File: src/rtl/alu_sched.sv
// alu_sched: shares one registered ALU between two requesters.
//
// Round-robin arbitration in IDLE, operands/opcode held on the ALU inputs
// while the ALU settles, result and flags captured into a tagged response
// that is returned over a valid/ready handshake.
//
// Ports:
//   clk, reset                  clock (rising edge), async active-low reset
//   reqN_valid/ready            requester N handshake (ready is combinational)
//   reqN_opcode, reqN_a/b       requester N operation
//   alu_a, alu_b, alu_opcode    registered operands/opcode to the ALU
//   alu_result, alu_carryout,
//   alu_overflow, alu_zero      ALU outputs
//   rsp_valid/ready             response handshake
//   rsp_id                      requester that issued the operation
//   rsp_result, rsp_carryout,
//   rsp_overflow, rsp_zero      captured ALU outputs
//   busy                        high whenever the scheduler is not idle
module alu_sched #(
  parameter int unsigned NUMBITS = 8,
  parameter int unsigned ALU_LAT = 1
) (
  input  logic               clk,
  input  logic               reset,
  input  logic               req0_valid,
  output logic               req0_ready,
  input  logic [2:0]         req0_opcode,
  input  logic [NUMBITS-1:0] req0_a,
  input  logic [NUMBITS-1:0] req0_b,
  input  logic               req1_valid,
  output logic               req1_ready,
  input  logic [2:0]         req1_opcode,
  input  logic [NUMBITS-1:0] req1_a,
  input  logic [NUMBITS-1:0] req1_b,
  output logic [NUMBITS-1:0] alu_a,
  output logic [NUMBITS-1:0] alu_b,
  output logic [2:0]         alu_opcode,
  input  logic [NUMBITS-1:0] alu_result,
  input  logic               alu_carryout,
  input  logic               alu_overflow,
  input  logic               alu_zero,
  output logic               rsp_valid,
  input  logic               rsp_ready,
  output logic               rsp_id,
  output logic [NUMBITS-1:0] rsp_result,
  output logic               rsp_carryout,
  output logic               rsp_overflow,
  output logic               rsp_zero,
  output logic               busy
);

  localparam int unsigned CNT_W = $clog2(ALU_LAT + 1);

  typedef enum logic [1:0] {
    IDLE = 2'd0,
    WAIT = 2'd1,
    RESP = 2'd2
  } state_t;

  typedef struct packed {
    logic [2:0]         opcode;
    logic [NUMBITS-1:0] a;
    logic [NUMBITS-1:0] b;
  } req_t;

  state_t             state;
  logic               last_grant;
  logic               id;
  logic [CNT_W-1:0]   cnt;

  req_t               req0;
  req_t               req1;
  req_t               sel;
  logic               grant1;
  logic               accept;

  assign req0 = {req0_opcode, req0_a, req0_b};
  assign req1 = {req1_opcode, req1_a, req1_b};

  // Round-robin: on a tie the requester not granted last time wins.
  always_comb begin
    grant1 = 1'b0;
    if (req0_valid && req1_valid) begin
      grant1 = ~last_grant;
    end else begin
      grant1 = req1_valid;
    end
  end

  assign req0_ready = (state == IDLE) && req0_valid && !grant1;
  assign req1_ready = (state == IDLE) && req1_valid && grant1;
  assign accept     = req0_ready || req1_ready;
  assign sel        = grant1 ? req1 : req0;

  // Scheduler FSM with all datapath registers.
  always_ff @(posedge clk or negedge reset) begin
    if (!reset) begin
      state        <= IDLE;
      last_grant   <= 1'b1;
      id           <= 1'b0;
      cnt          <= '0;
      alu_a        <= '0;
      alu_b        <= '0;
      alu_opcode   <= 3'b000;
      rsp_valid    <= 1'b0;
      rsp_id       <= 1'b0;
      rsp_result   <= '0;
      rsp_carryout <= 1'b0;
      rsp_overflow <= 1'b0;
      rsp_zero     <= 1'b0;
      busy         <= 1'b0;
    end else begin
      case (state)
        IDLE: begin
          if (accept) begin
            alu_a      <= sel.a;
            alu_b      <= sel.b;
            alu_opcode <= sel.opcode;
            id         <= grant1;
            last_grant <= grant1;
            cnt        <= '0;
            busy       <= 1'b1;
            state      <= WAIT;
          end
        end
        WAIT: begin
          // Operands have been on the ALU for ALU_LAT+1 edges when cnt tops out.
          if (cnt != CNT_W'(ALU_LAT)) begin
            cnt <= cnt + CNT_W'(1);
          end else begin
            rsp_result   <= alu_result;
            rsp_carryout <= alu_carryout;
            rsp_overflow <= alu_overflow;
            rsp_zero     <= alu_zero;
            rsp_id       <= id;
            rsp_valid    <= 1'b1;
            state        <= RESP;
          end
        end
        RESP: begin
          if (rsp_ready) begin
            rsp_valid <= 1'b0;
            busy      <= 1'b0;
            state     <= IDLE;
          end
        end
        default: begin
          rsp_valid <= 1'b0;
          busy      <= 1'b0;
          state     <= IDLE;
        end
      endcase
    end
  end

endmodule

File: config.mk
export PLATFORM = sky130hd
export DESIGN_NAME = alu_sched
export DESIGN_NICKNAME = d
export VERILOG_FILES = /design/src/rtl/alu_sched.sv
export SDC_FILE = /design/constraint.sdc
export NUM_CORES = 1
export LEC_CHECK = 0
export ABC_AREA = 0
export BUFFER_PORTS_ARGS = -buffer_cell sky130_fd_sc_hd__buf_2
export CAP_MARGIN = 20
export CORE_MARGIN = 4
export CORE_UTILIZATION = 35
export DETAILED_ROUTE_END_ITERATION = 8
export PLACE_DENSITY = 0.61
export SLEW_MARGIN = 20
export SYNTH_ARGS = -nofsm -noshare
export SYNTH_HDL_FRONTEND = slang
export SYNTH_SLANG_ARGS = --single-unit
File: constraint.sdc
create_clock -name clk -period 2.4 [get_ports clk]
set_input_delay 0.24 -clock clk [delete_from_list [all_inputs] [get_ports clk]]
set_output_delay 0.24 -clock clk [all_outputs]
set_load 0.03 [all_outputs]
==> flow_summary.html <==
<table>
<tr><th>Metric</th><th>Value</th></tr>
<tr><th colspan="2">STA</th></tr>
<tr><td>Final hold viol count</td><td>0</td></tr>
<tr><td>Actual slew at the worst max-slew pin</td><td>0.816 ns</td></tr>
<tr><td>Max-slew headroom</td><td>45.6%</td></tr>
<tr><td>Unrepaired setup endpoints after global routing</td><td>no</td></tr>
<tr><td>Skew final</td><td>0.00368 ns</td></tr>
<tr><td>Post-layout min period</td><td>1.75 ns</td></tr>
<tr><td>FMAX</td><td>573 MHz</td></tr>
<tr><td>Finish-stage setup viols</td><td>0</td></tr>
<tr><td>Final TNS setup</td><td>0 ns</td></tr>
<tr><td>Final clock period utilization by the worst path</td><td>72.7%</td></tr>
<tr><td>Count of final max-slew check failures</td><td>0</td></tr>
<tr><th colspan="2">Critical path</th></tr>
<tr><td>Critical path, cell by cell</td><td>a21bo_1 &gt; buf_4 &gt; nor3_1 &gt; buf_2</td></tr>
<tr><td>Worst Setup End Kind</td><td>output port</td></tr>
<tr><td>Required time of the critical path</td><td>2.16 ns</td></tr>
<tr><td>WS Path Type</td><td>reg -&gt; out</td></tr>
<tr><td>Count of buffer and inverter cells on the critical path</td><td>2</td></tr>
<tr><td>Critical Path Max Stage Delay</td><td>0.39 ns</td></tr>
<tr><td>Library cell contributing the largest single delay on the critical path</td><td>sky130_fd_sc_hd__dfstp_2</td></tr>
<tr><td>Top delay family on crit path</td><td>buffers and inverters</td></tr>
<tr><td>Crit path arrival time</td><td>1.51 ns</td></tr>
<tr><td>Critical path launch point type</td><td>register</td></tr>
<tr><td>Maximum fanout count along the critical path</td><td>20</td></tr>
<tr><th colspan="2">Global routing</th></tr>
<tr><td>All-Layer GR Usage</td><td>13.5%</td></tr>
<tr><td>Antenna violations before repair</td><td>0</td></tr>
<tr><td>Maximum number of pins on one net before global-route repair</td><td>39</td></tr>
<tr><td>Global-route congestion overflow total</td><td>0</td></tr>
<tr><td>Global-route wire length before repair</td><td>6610 um</td></tr>
<tr><td>Number of global-route vias before repair</td><td>1448</td></tr>
<tr><th colspan="2">Clock tree</th></tr>
<tr><td>Total clock buffers created by CTS</td><td>5</td></tr>
<tr><td>TritonCTS clock tree</td><td>yes</td></tr>
<tr><td>Post_cts resized</td><td>0</td></tr>
<tr><td>Maximum root-to-sink buffer count</td><td>2</td></tr>
<tr><td>CTS Root Cell</td><td>sky130_fd_sc_hd__clkbuf_8</td></tr>
<tr><td>Count of clock tree sinks</td><td>38</td></tr>
<tr><td>Number of levels the H-tree was split into</td><td>2</td></tr>
<tr><td>Hold-fix buffers, CTS</td><td>0</td></tr>
<tr><td>Later-pin clock latency in the skew report</td><td>0.28 ns</td></tr>
<tr><td>Clock transition at path regs</td><td>0.07 ns</td></tr>
<tr><td>Post CTS Setup Buffer Count</td><td>0</td></tr>
<tr><th colspan="2">Detailed routing</th></tr>
<tr><td>Routed Wire Length</td><td>4100 um</td></tr>
<tr><td>Count of antenna-violating nets left after detailed routing</td><td>0</td></tr>
<tr><td>Post-detailed-route via-to-cell ratio</td><td>4.76</td></tr>
<tr><td>Pre-Repair DR Iteration Count</td><td>4</td></tr>
<tr><td>Number of remaining DRC errors</td><td>0</td></tr>
<tr><td>Routed length per instance</td><td>12.8 um</td></tr>
<tr><td>Total via count in the routed design</td><td>1519</td></tr>
<tr><td>Violation count after the first detailed-route iteration</td><td>41</td></tr>
<tr><th colspan="2">Final layout</th></tr>
<tr><td>Layout fillers</td><td>477</td></tr>
<tr><td>Area of combinational cells with multiple inputs</td><td>709 sq um</td></tr>
<tr><td>Net count reported at finish</td><td>305</td></tr>
<tr><td>Proportion of layout cells with a drive suffix above 1</td><td>45.2%</td></tr>
<tr><td>Layout Cell Area excl Fill</td><td>2330 sq um</td></tr>
<tr><td>Number of diodes</td><td>0</td></tr>
<tr><td>Synthesis-to-finish area growth</td><td>32.9%</td></tr>
<tr><td>Register Area</td><td>952 sq um</td></tr>
<tr><th colspan="2">Floorplanning</th></tr>
<tr><td>I/O pin total</td><td>89</td></tr>
<tr><td>Initial core utilization</td><td>36.6%</td></tr>
<tr><td>Horizontal die dimension</td><td>78.8 um</td></tr>
<tr><td>Core area</td><td>4790 sq um</td></tr>
<tr><td>Die Y-Extent</td><td>78.8 um</td></tr>
<tr><td>Full die area</td><td>6200 sq um</td></tr>
<tr><td>Site Rows</td><td>25</td></tr>
<tr><th colspan="2">Pwr</th></tr>
<tr><td>Worst IR drop on VDD</td><td>0.000652 V</td></tr>
<tr><td>Cell area power density</td><td>1460 nW/um^2</td></tr>
<tr><td>Leakage</td><td>1.12 nW</td></tr>
<tr><th colspan="2">Place</th></tr>
<tr><td>Placement Cell Area</td><td>2220 sq um</td></tr>
<tr><td>Placer Congestion</td><td>0.740</td></tr>
<tr><td>Buffers added on ports</td><td>88</td></tr>
<tr><td>Final HPWL DP</td><td>2980 um</td></tr>
<tr><th colspan="2">Synth</th></tr>
<tr><td>Share of the yosys chip area belonging to registers</td><td>54.3%</td></tr>
<tr><td>Number of flip-flops and latches in the synthesized netlist</td><td>38</td></tr>
<tr><td>Distinct cell type count after synthesis</td><td>30</td></tr>
<tr><td>Cell count after synthesis</td><td>165</td></tr>
<tr><td>Avg Cell Area, Syn</td><td>10.6 sq um</td></tr>
<tr><td>Number of warning messages in the yosys log</td><td>0</td></tr>
<tr><td>Area of the mapped netlist</td><td>1750 sq um</td></tr>
<tr><td>Net count after synthesis</td><td>219</td></tr>
<tr><th colspan="2">Job</th></tr>
<tr><td># Max-Cap Violations</td><td>0</td></tr>
<tr><th colspan="2">Worst hold path</th></tr>
<tr><td>Path type of the worst min-delay path</td><td>in -&gt; async</td></tr>
<tr><th colspan="2">Status</th></tr>
<tr><td>Status</td><td>complete, no violations</td></tr>
</table>
==> kinds of logic (layout without fill, tap and decap cells) <==
family / count (synthesis) / in the layout / synth area share, %
and+or+nand+nor: 52 / 52 / 12.4
muxes: 12 / 12 / 7.71
AOI/OAI and AO/OA: 49 / 49 / 20.3
buffers and inverters: 14 / 101 / 5.21
DFF: 38 / 38 / 54.3
==> state kept, by name, summed over array words and instances (netlist names), 2 cells and up <==
name	cells
alu_a	8
alu_b	8
alu_opcode	3
rsp_result	8
state	2
==> report_power, final <==
group,leakage (nW),internal [mW],switching (mW)
clock,0.0575,0.290,0.212
sequential,0.432,0.975,0.193
combinational,0.629,0.583,1.14
==> stage by stage <==
step / hold slack [ns] / cells / utilization (%) / worst slack, ns / power [mW]
after floorplan: -0.0556 / 165 / - / 0.729 / 2.49
after global routing: 0.119 / 319 / 48.7 / 0.562 / 3.63
final: 0.0493 / 319 / 48.7 / 0.654 / 3.39
after CTS: 0.0778 / 319 / 48.7 / 0.624 / 3.44
after detailed placement: 0.391 / 311 / 46.4 / 0.925 / 2.93
after global placement: 0.401 / 311 / 46.4 / 0.945 / 2.91
==> per-layer routing <==
metal  global-route usage [%]  routed length [um]
met4                     5.24                  37
met1                     16.6                1770
met2                     21.7                1900
met5                        0                   0
met3                     4.65                 385
==> cell usage after synthesis <==
cell type                    n  area, sq um
sky130_fd_sc_hd__a21bo_1     1         10.0
sky130_fd_sc_hd__buf_6       2         22.5
sky130_fd_sc_hd__mux2_1     12          135
sky130_fd_sc_hd__nor3_1      1         5.00
sky130_fd_sc_hd__o31ai_1     1         7.51
sky130_fd_sc_hd__o2bb2ai_1   1         8.76
sky130_fd_sc_hd__dfrtp_1    37          926
sky130_fd_sc_hd__nor2b_1     2         12.5
sky130_fd_sc_hd__buf_12      1         20.0
sky130_fd_sc_hd__or2_1       1         6.26
sky130_fd_sc_hd__nor2_2      1         6.26
sky130_fd_sc_hd__nor2_1      3         11.3
sky130_fd_sc_hd__o21ai_0     1         5.00
sky130_fd_sc_hd__and2b_1     1         7.51
sky130_fd_sc_hd__nand2_1    41          154
sky130_fd_sc_hd__a31oi_1     9         56.3
sky130_fd_sc_hd__dfstp_2     1         26.3
sky130_fd_sc_hd__nand2_2     1         6.26
sky130_fd_sc_hd__and2_4      1         8.76
sky130_fd_sc_hd__a21boi_1    1         7.51
sky130_fd_sc_hd__buf_2       2         10.0
sky130_fd_sc_hd__buf_4       1         7.51
sky130_fd_sc_hd__inv_1       1         3.75
sky130_fd_sc_hd__a21o_1      2         15.0
sky130_fd_sc_hd__a31oi_2    10          125
sky130_fd_sc_hd__clkbuf_1    6         22.5
sky130_fd_sc_hd__a211oi_1    1         7.51
sky130_fd_sc_hd__a21oi_1    21          105
sky130_fd_sc_hd__clkbuf_2    1         5.00
sky130_fd_sc_hd__a22o_1      1         8.76
==> path summary, 6_finish.rpt <==
| path | from | depth (start not counted) | slack, ns | to |
|---|---|---|---|---|
| worst max-delay path | last_grant$_DFFE_PN1P_ | 4 | 0.65 | req1_ready |
| worst min-delay path | reset | 1 | 0.05 | rsp_result[3]$_DFFE_PN0P_ |
| worst max register to register | state[0]$_DFFE_PN0P_ | 4 | 0.92 | cnt$_DFFE_PN0P_ |
| worst min register to register | id$_DFFE_PN0P_ | 1 | 0.47 | id$_DFFE_PN0P_ |
| max in group asynchronous | reset | 1 | 1.84 | alu_b[3]$_DFFE_PN0P_ |
| min in group clk | alu_result[2] | 2 | 0.17 | rsp_result[2]$_DFFE_PN0P_ |
==> placed cells by master, fill, tap and decap left out, types with 3 or more instances in the layout <==
cell and count:
sky130_fd_sc_hd__buf_2 88, sky130_fd_sc_hd__nand2_1 41, sky130_fd_sc_hd__dfrtp_1 37, sky130_fd_sc_hd__a21oi_1 21
sky130_fd_sc_hd__mux2_1 12, sky130_fd_sc_hd__a31oi_2 10, sky130_fd_sc_hd__a31oi_1 9, sky130_fd_sc_hd__clkbuf_8 8
sky130_fd_sc_hd__buf_4 4, sky130_fd_sc_hd__nor2_1 3
==> area by class of cell <==
| cell class | count | share of cell area, % |
|---|---|---|
| timing repair buffer | 92 | 20.2 |
| multi-input combinational | 113 | 30.5 |
| tap | 67 | 3.60 |
| clock buffer | 8 | 4.73 |
| sequential | 38 | 40.9 |
| inverter | 1 | 0.161 |
Note: power is estimated with default switching activity, not from simulation.
